`src/rtl/csr_regfile_if.sv`:
```
// CSR access bus between the pipeline and the machine-mode CSR file.
// Carries the MEM/WB write-back triple and the ID/EX combinational read port.
//   wb_csr_reg_we      : write enable from MEM/WB
//   wb_csr_reg_wr_addr : compact CSR index being written
//   wb_csr_reg_data    : write data
//   rd_addr            : compact CSR index being read
//   rd_data            : read data (combinational, with write-back bypass)
// master = pipeline side, slave = CSR file.
interface csr_regfile_if;
  logic        wb_csr_reg_we;
  logic [4:0]  wb_csr_reg_wr_addr;
  logic [31:0] wb_csr_reg_data;
  logic [4:0]  rd_addr;
  logic [31:0] rd_data;

  modport master (
    output wb_csr_reg_we, wb_csr_reg_wr_addr, wb_csr_reg_data, rd_addr,
    input  rd_data
  );

  modport slave (
    input  wb_csr_reg_we, wb_csr_reg_wr_addr, wb_csr_reg_data, rd_addr,
    output rd_data
  );
endinterface

```
`src/rtl/csr_regfile.sv`:
```
// Machine-mode CSR storage for the RV32I core.
// Holds mstatus/mie/mtvec/mscratch/mepc/mcause/mtval, exposes mip from the
// interrupt lines, and keeps the 64-bit mcycle and minstret counters.
// Performs trap-entry and MRET updates with priority trap > mret > CSR write.
// Ports:
//   clk, rst      : clock, synchronous active-high reset
//   csr           : CSR bus (write-back triple + read port), slave side
//   instr_retire  : one instruction retired this cycle
//   trap_valid, trap_pc, trap_cause, trap_tval : trap entry request
//   mret_valid    : MRET retires this cycle
//   ext_irq, timer_irq, sw_irq : level interrupt inputs
//   mtvec_o, mepc_o : current trap vector / exception pc
//   irq_pending_o : mstatus.MIE & |(mie & mip)
module csr_regfile (
  input  logic          clk,
  input  logic          rst,
  csr_regfile_if.slave  csr,
  input  logic          instr_retire,
  input  logic          trap_valid,
  input  logic [31:0]   trap_pc,
  input  logic [31:0]   trap_cause,
  input  logic [31:0]   trap_tval,
  input  logic          mret_valid,
  input  logic          ext_irq,
  input  logic          timer_irq,
  input  logic          sw_irq,
  output logic [31:0]   mtvec_o,
  output logic [31:0]   mepc_o,
  output logic          irq_pending_o
);

  localparam logic [4:0] IDX_MSTATUS   = 5'd0;
  localparam logic [4:0] IDX_MIE       = 5'd1;
  localparam logic [4:0] IDX_MTVEC     = 5'd2;
  localparam logic [4:0] IDX_MSCRATCH  = 5'd3;
  localparam logic [4:0] IDX_MEPC      = 5'd4;
  localparam logic [4:0] IDX_MCAUSE    = 5'd5;
  localparam logic [4:0] IDX_MTVAL     = 5'd6;
  localparam logic [4:0] IDX_MIP       = 5'd7;
  localparam logic [4:0] IDX_MCYCLE    = 5'd8;
  localparam logic [4:0] IDX_MCYCLEH   = 5'd9;
  localparam logic [4:0] IDX_MINSTRET  = 5'd10;
  localparam logic [4:0] IDX_MINSTRETH = 5'd11;

  localparam logic [31:0] MIE_MASK = 32'h0000_0888;

  logic        we;
  logic [4:0]  wa;
  logic [31:0] wd;

  assign we = csr.wb_csr_reg_we;
  assign wa = csr.wb_csr_reg_wr_addr;
  assign wd = csr.wb_csr_reg_data;

  logic        mstatus_mie_reg;
  logic        mstatus_mpie_reg;
  logic [31:0] mie_reg;
  logic [31:0] mtvec_reg;
  logic [31:0] mscratch_reg;
  logic [31:0] mepc_reg;
  logic [31:0] mcause_reg;
  logic [31:0] mtval_reg;
  logic [63:0] mcycle_reg;
  logic [63:0] minstret_reg;

  logic [31:0] mstatus_val;
  logic [31:0] mip_val;
  logic [31:0] wr_val;
  logic [31:0] stored_val;
  logic        bypass;

  // MPP is hardwired to machine mode.
  assign mstatus_val = {19'b0, 2'b11, 3'b0, mstatus_mpie_reg, 3'b0, mstatus_mie_reg, 3'b0};
  assign mip_val     = {20'b0, ext_irq, 3'b0, timer_irq, 3'b0, sw_irq, 3'b0};

  // Value a write would leave in the addressed register after field masking.
  always_comb begin
    wr_val = 32'h0;
    case (wa)
      IDX_MSTATUS:                     wr_val = (wd & 32'h0000_0088) | 32'h0000_1800;
      IDX_MIE:                         wr_val = wd & MIE_MASK;
      IDX_MTVEC, IDX_MEPC:             wr_val = {wd[31:2], 2'b00};
      IDX_MSCRATCH, IDX_MCAUSE, IDX_MTVAL,
      IDX_MCYCLE, IDX_MCYCLEH,
      IDX_MINSTRET, IDX_MINSTRETH:     wr_val = wd;
      default:                         wr_val = 32'h0;
    endcase
  end

  always_comb begin
    stored_val = 32'h0;
    case (csr.rd_addr)
      IDX_MSTATUS:   stored_val = mstatus_val;
      IDX_MIE:       stored_val = mie_reg;
      IDX_MTVEC:     stored_val = mtvec_reg;
      IDX_MSCRATCH:  stored_val = mscratch_reg;
      IDX_MEPC:      stored_val = mepc_reg;
      IDX_MCAUSE:    stored_val = mcause_reg;
      IDX_MTVAL:     stored_val = mtval_reg;
      IDX_MIP:       stored_val = mip_val;
      IDX_MCYCLE:    stored_val = mcycle_reg[31:0];
      IDX_MCYCLEH:   stored_val = mcycle_reg[63:32];
      IDX_MINSTRET:  stored_val = minstret_reg[31:0];
      IDX_MINSTRETH: stored_val = minstret_reg[63:32];
      default:       stored_val = 32'h0;
    endcase
  end

  // mip is read-only, so a write to it is never forwarded.
  assign bypass      = we && (wa == csr.rd_addr) && (wa <= IDX_MINSTRETH) && (wa != IDX_MIP);
  assign csr.rd_data = bypass ? wr_val : stored_val;

  assign mtvec_o       = mtvec_reg;
  assign mepc_o        = mepc_reg;
  assign irq_pending_o = mstatus_mie_reg & (|(mie_reg & mip_val));

  always_ff @(posedge clk) begin
    if (rst) begin
      mstatus_mie_reg  <= 1'b0;
      mstatus_mpie_reg <= 1'b0;
      mie_reg          <= 32'h0;
      mtvec_reg        <= 32'h0;
      mscratch_reg     <= 32'h0;
      mepc_reg         <= 32'h0;
      mcause_reg       <= 32'h0;
      mtval_reg        <= 32'h0;
      mcycle_reg       <= 64'h0;
      minstret_reg     <= 64'h0;
    end else begin
      // Trap and MRET each touch both mstatus fields, so they fully
      // shadow a concurrent mstatus write.
      if (trap_valid) begin
        mstatus_mpie_reg <= mstatus_mie_reg;
        mstatus_mie_reg  <= 1'b0;
      end else if (mret_valid) begin
        mstatus_mie_reg  <= mstatus_mpie_reg;
        mstatus_mpie_reg <= 1'b1;
      end else if (we && wa == IDX_MSTATUS) begin
        mstatus_mie_reg  <= wd[3];
        mstatus_mpie_reg <= wd[7];
      end

      if (trap_valid) begin
        mepc_reg   <= {trap_pc[31:2], 2'b00};
        mcause_reg <= trap_cause;
        mtval_reg  <= trap_tval;
      end else if (we) begin
        if (wa == IDX_MEPC)   mepc_reg   <= wr_val;
        if (wa == IDX_MCAUSE) mcause_reg <= wr_val;
        if (wa == IDX_MTVAL)  mtval_reg  <= wr_val;
      end

      if (we && wa == IDX_MIE)      mie_reg      <= wr_val;
      if (we && wa == IDX_MTVEC)    mtvec_reg    <= wr_val;
      if (we && wa == IDX_MSCRATCH) mscratch_reg <= wr_val;

      // A half write freezes the whole counter for that edge.
      if (we && wa == IDX_MCYCLE)
        mcycle_reg <= {mcycle_reg[63:32], wd};
      else if (we && wa == IDX_MCYCLEH)
        mcycle_reg <= {wd, mcycle_reg[31:0]};
      else
        mcycle_reg <= mcycle_reg + 64'd1;

      if (we && wa == IDX_MINSTRET)
        minstret_reg <= {minstret_reg[63:32], wd};
      else if (we && wa == IDX_MINSTRETH)
        minstret_reg <= {wd, minstret_reg[31:0]};
      else if (instr_retire)
        minstret_reg <= minstret_reg + 64'd1;
    end
  end

endmodule

```
`src/flat_wrapper.sv`:
```
// flat-port wrapper written by rule: the top's interface ports become plain ports
module csr_regfile_flat 
  (clk, rst, instr_retire, trap_valid, trap_pc, trap_cause, trap_tval, mret_valid, ext_irq, timer_irq, sw_irq, mtvec_o, mepc_o, irq_pending_o, csr_wb_csr_reg_we, csr_wb_csr_reg_wr_addr, csr_wb_csr_reg_data, csr_rd_addr, csr_rd_data);
  csr_regfile_if csr_i ();
  input  logic clk;
  input  logic rst;
  input  logic instr_retire;
  input  logic trap_valid;
  input  logic [31:0] trap_pc;
  input  logic [31:0] trap_cause;
  input  logic [31:0] trap_tval;
  input  logic mret_valid;
  input  logic ext_irq;
  input  logic timer_irq;
  input  logic sw_irq;
  output logic [31:0] mtvec_o;
  output logic [31:0] mepc_o;
  output logic irq_pending_o;
  input wire logic [$bits(csr_i.wb_csr_reg_we)-1:0] csr_wb_csr_reg_we;
  input wire logic [$bits(csr_i.wb_csr_reg_wr_addr)-1:0] csr_wb_csr_reg_wr_addr;
  input wire logic [$bits(csr_i.wb_csr_reg_data)-1:0] csr_wb_csr_reg_data;
  input wire logic [$bits(csr_i.rd_addr)-1:0] csr_rd_addr;
  output wire logic [$bits(csr_i.rd_data)-1:0] csr_rd_data;
  assign csr_i.wb_csr_reg_we = csr_wb_csr_reg_we;
  assign csr_i.wb_csr_reg_wr_addr = csr_wb_csr_reg_wr_addr;
  assign csr_i.wb_csr_reg_data = csr_wb_csr_reg_data;
  assign csr_i.rd_addr = csr_rd_addr;
  assign csr_rd_data = csr_i.rd_data;
  csr_regfile u_core (.clk(clk), .rst(rst), .csr(csr_i), .instr_retire(instr_retire), .trap_valid(trap_valid), .trap_pc(trap_pc), .trap_cause(trap_cause), .trap_tval(trap_tval), .mret_valid(mret_valid), .ext_irq(ext_irq), .timer_irq(timer_irq), .sw_irq(sw_irq), .mtvec_o(mtvec_o), .mepc_o(mepc_o), .irq_pending_o(irq_pending_o));
endmodule
```
`config.mk`:
```
export PLATFORM = sky130hd
export DESIGN_NAME = csr_regfile_flat
export DESIGN_NICKNAME = d
export VERILOG_FILES = /design/src/rtl/csr_regfile_if.sv /design/src/rtl/csr_regfile.sv /design/src/flat_wrapper.sv
export SDC_FILE = /design/constraint.sdc
export NUM_CORES = 1
export LEC_CHECK = 0
export BUFFER_PORTS_ARGS = -buffer_cell sky130_fd_sc_hd__buf_4
export CAP_MARGIN = 20
export CORE_MARGIN = 1.5
export CORE_UTILIZATION = 30
export CTS_CLUSTER_DIAMETER = 120
export DETAILED_ROUTE_END_ITERATION = 10
export SYNTH_ARGS = -nofsm -noshare
export SYNTH_HDL_FRONTEND = slang
export SYNTH_SLANG_ARGS = --single-unit
```
`constraint.sdc`:
```
create_clock -name clk -period 3.3 [get_ports clk]
set_clock_uncertainty 0.2 [all_clocks]
set_input_delay 0.165 -clock clk [delete_from_list [all_inputs] [get_ports clk]]
set_output_delay 0.165 -clock clk [all_outputs]
set_load 0.05 [all_outputs]
```
# Word level (Yosys, flattened, before mapping)
# Cells that the tools add are included.
# classes
mux	22
n_lt_le_gt_ge	1
n_addsub	2
n_eq_ne	25
bitwise	3
reduce_logical	31
# op_table
operator	n
$mux 32	12
$pmux 32 s12	1
$mux 64	3
$add 64x1->64 const B	2
$pmux 32 s4	1
$eq 5x4->1 const B	8
$eq 5x3->1 const B	7
$and 32x12->32	1
$reduce_or 32->1	1
$eq 5x2->1 const B	4
$reduce_bool 2->1	7
$reduce_and 2->1	6
$logic_and 1x1->1	11
$eq 5x1->1 const B	2
$logic_not 5->1	2
$reduce_or 7->1	1
$eq 5x5->1	1
$le 5x4->1 const B	1
$mux 1	5
$ne 5x3->1 const B	1
$ne 2x1->1 const B	2
$reduce_or 2->1	2
$reduce_bool 3->1	1
$and 1x1->1	1
$not 1->1	1
# word_totals
ff_bits	322
elab_cells	97
output_inout_bits	97

# Longest topological paths before layout
# logic_depth
depth_word	6
mapped_depth	9
depth_no_buf	7

# Least setup slack after synthesis
# OpenSTA, ideal clock, no wires.
# synth_timing
path_type	input port to output port
startpoint	in csr_rd_addr[2]
endpoint	out csr_rd_data[26]
path_stages	7
setup_slack_ps	414
arrival_ps	2521
path_cell_list	or3b_2 -> nor2_1 -> clkbuf_1 -> buf_1 -> a22oi_1 -> and4_1 -> o22ai_1
# synth_via
elab_chain_cells	5
elab_cells_between_ends	18
# synth_rtl
element	line	text
from (decl)	flat_wrapper.sv:22	input wire logic [$bits(csr_i.rd_addr)-1:0] csr_rd_addr;
branches (longest 4 deep; another with $pmux 32 s12)	n/a	
$mux 32 (*)	csr_regfile.sv:111	assign csr.rd_data = bypass ? wr_val : stored_val;
to (decl)	flat_wrapper.sv:23	output wire logic [$bits(csr_i.rd_data)-1:0] csr_rd_data;
# Mark *: on every way between the ends.

# Final worst setup path
# layout_timing
startpoint	reg u_core.minstret_reg[0]
endpoint	reg u_core.minstret_reg[40]
# layout_via
elab_chain_cells	3
# layout_rtl
element	line	text
from (decl)	csr_regfile.sv:64	logic [63:0] minstret_reg;
from (signal assigned)	csr_regfile.sv:166	minstret_reg <= {minstret_reg[63:32], wd};
from (signal assigned)	csr_regfile.sv:168	minstret_reg <= {wd, minstret_reg[31:0]};
from (signal assigned)	csr_regfile.sv:170	minstret_reg <= minstret_reg + 64'd1;
$add 64x1->64	csr_regfile.sv:170	
$mux 64	csr_regfile.sv:169	else if (instr_retire)
$mux 64	csr_regfile.sv:167	else if (we && wa == IDX_MINSTRETH)
# No other way between the ends. The select of a mux whose other input is x is not followed.
# A chain may end at the register's enable or synchronous reset.

==> impl_metrics.ini <==
[outcome]
outcome = completed

[clock_tree]
cts_max_path_buffers = 3
cts_made_buffers = 36
cts_tree = done
cts-root-buf = clkbuf_16
clock_latency_ns = 0.55
cts_max_level = 2
cts.sinks = 322
path_clk_slew_ns = 0.07

[pwr]
p_seq_share_pct = 43.5
p_int_uw = 6880
switchingPower_uw = 2610
ir_worst_vdd_v = 0.000293
p_comb_share_pct = 13.1
swShare_pct = 27.5
p_leak_uw = 0.00854
powerDensity_mw_per_mm2 = 406
p_clk_share_pct = 43.4

[setup_path]
path_buf_inv = 1
cpLargestDelayFamily = simple AND/OR/NAND/NOR gates
crit_top_cell = nand3_1
required_ns = 3.54
cp_slowest_cell = nor4_1
worstRegToRegCells = 8
r2r_slack_ns = 0.24
r2r-end = u_core.minstret_reg[40]$_SDFFE_PP0P_
worst_setup_path_end_kind = flip-flop
path_class = reg -> reg
crit_fanout = 8
path_cells = ha_1 > nand3_1 > nor4_1 > nand3_1 > buf_4 > nor2_1 > a211oi_1 > a311oi_1
slowest_delay_ns = 0.64
r2r-start = u_core.minstret_reg[0]$_SDFFE_PP0P_
start_kind = flip-flop
crit_arrival_ns = 3.30

[global_route]
grt_pass1_vias = 19000
grt_pass1_wl_mm = 124
overflow = 0
grt_antenna_before_repair = 1
grt_max_degree = 81
grt_usage_pct = 27.2

[floorplan]
die_y_um = 244
num_rows = 88
die_area_mm2 = 0.0596
chipWidth_um = 244
num_io_pins = 244
core_area_mm2 = 0.0576
initial_core_util_pct = 30.3

[logic_synthesis]
synth_compound_area_share_pct = 26.0
synth.avg_cell_area_um2 = 7.70
synthCells = 2264
ys_types = 66
seq_area_frac_synth_pct = 37.0
ys_ff_latch = 322
synthFlopType = dfxtp_1
yosys.area_share.simple_pct = 24.3
synth_top_family_by_area = compound AO/OA/AOI/OAI gates
ys_top_cells_by_area = dfxtp_1, a22oi_1, a21oi_1, nand3_1, nor2_1
yosysTopAreaCell = dfxtp_1
yosysWarnings = 0
async_flop_share_pct = 0
yosysTopAreaCellShare_pct = 37.0
netlist_area_mm2 = 0.0174
synthXorXnorAreaFrac_pct = 4.17
muxShareOfSynthArea_pct = 2.08
synth_fp_nets = 2413
synth_fa_ha_area_share_pct = 0.143
synth-edff-count = 0

[finish]
fin_nets = 2754
drive_gt1_share_pct = 15.2
insertedDiodeCount = 0
final_cell_mix = dfxtp_1, buf_4, nor2_1, dlygate4sd3_1, nand2_1
stdcell_area_mm2 = 0.0233
regArea_mm2 = 0.00645
multi_input_area_mm2 = 0.00994
final_util_pct = 40.5
layout_commonest_cell = dfxtp_1
n_fill_cell = 5779
area_growth_syn_to_layout_pct = 33.8
instances_no_fill = 3396

[timing]
holdWs_ns = 0.0149
finalSetupTns_ns = 0
rsz0062_at_grt = no
relSlewSlack_pct = 36.1
tightest_slew_ns = 0.955
setup_viol = 0
fin_crit_ns = 3.06
maxSlewViolCount = 0
fin_crit_sh_pct = 92.7
hold_violations = 0
fmax_ghz = 0.327

[route]
drtIter0Drc = 2687
ant_nets = 0
wl_per_cell_um = 24.7
avgViaCountPerCell = 5.96
dr_total_vias = 20200
dr.pass1.iters = 6
drc = 0
postRouteWirelength_mm = 84.0

[run]
cap_viol_max_count = 0

[placed_design]
placed_area_mm2 = 0.0201
dp_hpwl_mm = 57.3
portBuffers = 241
dp.cells = 3123
gp_congestion = 0.964

[hold_path]
holdPathEnd = u_core.mcycle_reg[44]$_SDFFE_PP0N_
worstHoldPathCells = 3
min_path_type = in -> reg
min_from = csr_wb_csr_reg_wr_addr[0]
metal layers:
| metal | vias up | global-route usage, % | part of all wire, % |
|---|---|---|---|
| met5 | - | 0 | 0.014 |
| met4 | 2 | 12.9 | 5.0 |
| li1 | 9003 | - | - |
| met1 | 9691 | 36.4 | 41 |
| met2 | 1314 | 42.3 | 44 |
| met3 | 217 | 4.83 | 11 |
per-stage QoR:
step                      power [uW]  setup WS [ns]
after floorplan                 4690          0.414
after global placement          5180          0.443
after detailed placement        5200          0.417
after CTS                       9480          0.384
after global routing            9730         0.0927
final                           9480          0.243
power by group through the flow:
stage / clock network, uW / registers, uW / logic, uW
after floorplan: 0 / 4220 / 477
after global placement: 0 / 4200 / 986
after detailed placement: 0 / 4200 / 998
after CTS: 4150 / 4110 / 1220
after global routing: 4290 / 4130 / 1320
final: 4110 / 4120 / 1250
worst max-delay path by stage:
stage / cells after the start / from / endpoint
after floorplan: 7 / csr_rd_addr[2] / csr_rd_data[26]
after detailed placement: 8 / u_core.minstret_reg[0]$_SDFFE_PP0P_ / u_core.minstret_reg[40]$_SDFFE_PP0P_
final: 8 / u_core.minstret_reg[0]$_SDFFE_PP0P_ / u_core.minstret_reg[40]$_SDFFE_PP0P_
after global routing: 8 / u_core.minstret_reg[0]$_SDFFE_PP0P_ / u_core.minstret_reg[40]$_SDFFE_PP0P_
after global placement: 8 / csr_rd_addr[2] / csr_rd_data[30]
after CTS: 8 / u_core.minstret_reg[0]$_SDFFE_PP0P_ / u_core.minstret_reg[40]$_SDFFE_PP0P_
synthesized netlist by cell type (all sizes together) (40+ instances only):
master    n
a221oi   78
nor2    219
o22ai    58
clkbuf  185
a21oi   199
nor3     45
nand2   208
o21ai    41
a211oi   55
xnor2    54
and2     40
a22oi   156
nand3   173
inv      72
dfxtp   322
final cells by class:
| class | instances | area share [%] |
|---|---|---|
| sequential | 322 | 27.6 |
| tap | 765 | 4.10 |
| inverter | 72 | 1.16 |
| timing repair buffer | 519 | 19.5 |
| multi-input combinational | 1654 | 42.6 |
| clock inverter | 8 | 0.461 |
| clock buffer | 56 | 4.52 |
tightest hold or removal path, delay by kind of cell:
kind                   cells  cell delay [ns]
buffers and inverters      1             0.21
AOI/OAI and AO/OA          2             0.32
kinds of logic (layout without fill, tap and decap cells):
group | Yosys count | count (layout)
xor gates and xnor gates | 83 | 83
muxes | 36 | 36
AOI/OAI and AO/OA | 673 | 673
and+or+nand+nor | 860 | 860
buffers and inverters | 288 | 655
adders and majority gates | 2 | 2
DFF | 322 | 322
what timing repair did:
item | 4_1_cts | 5_1_grt
hold buffers | 209 | 0
setup buffers | 0 | 0
hold endpoints to repair | 281 | 0
gates resized for setup | 0 | 0
(Power assumes the default switching activity.)
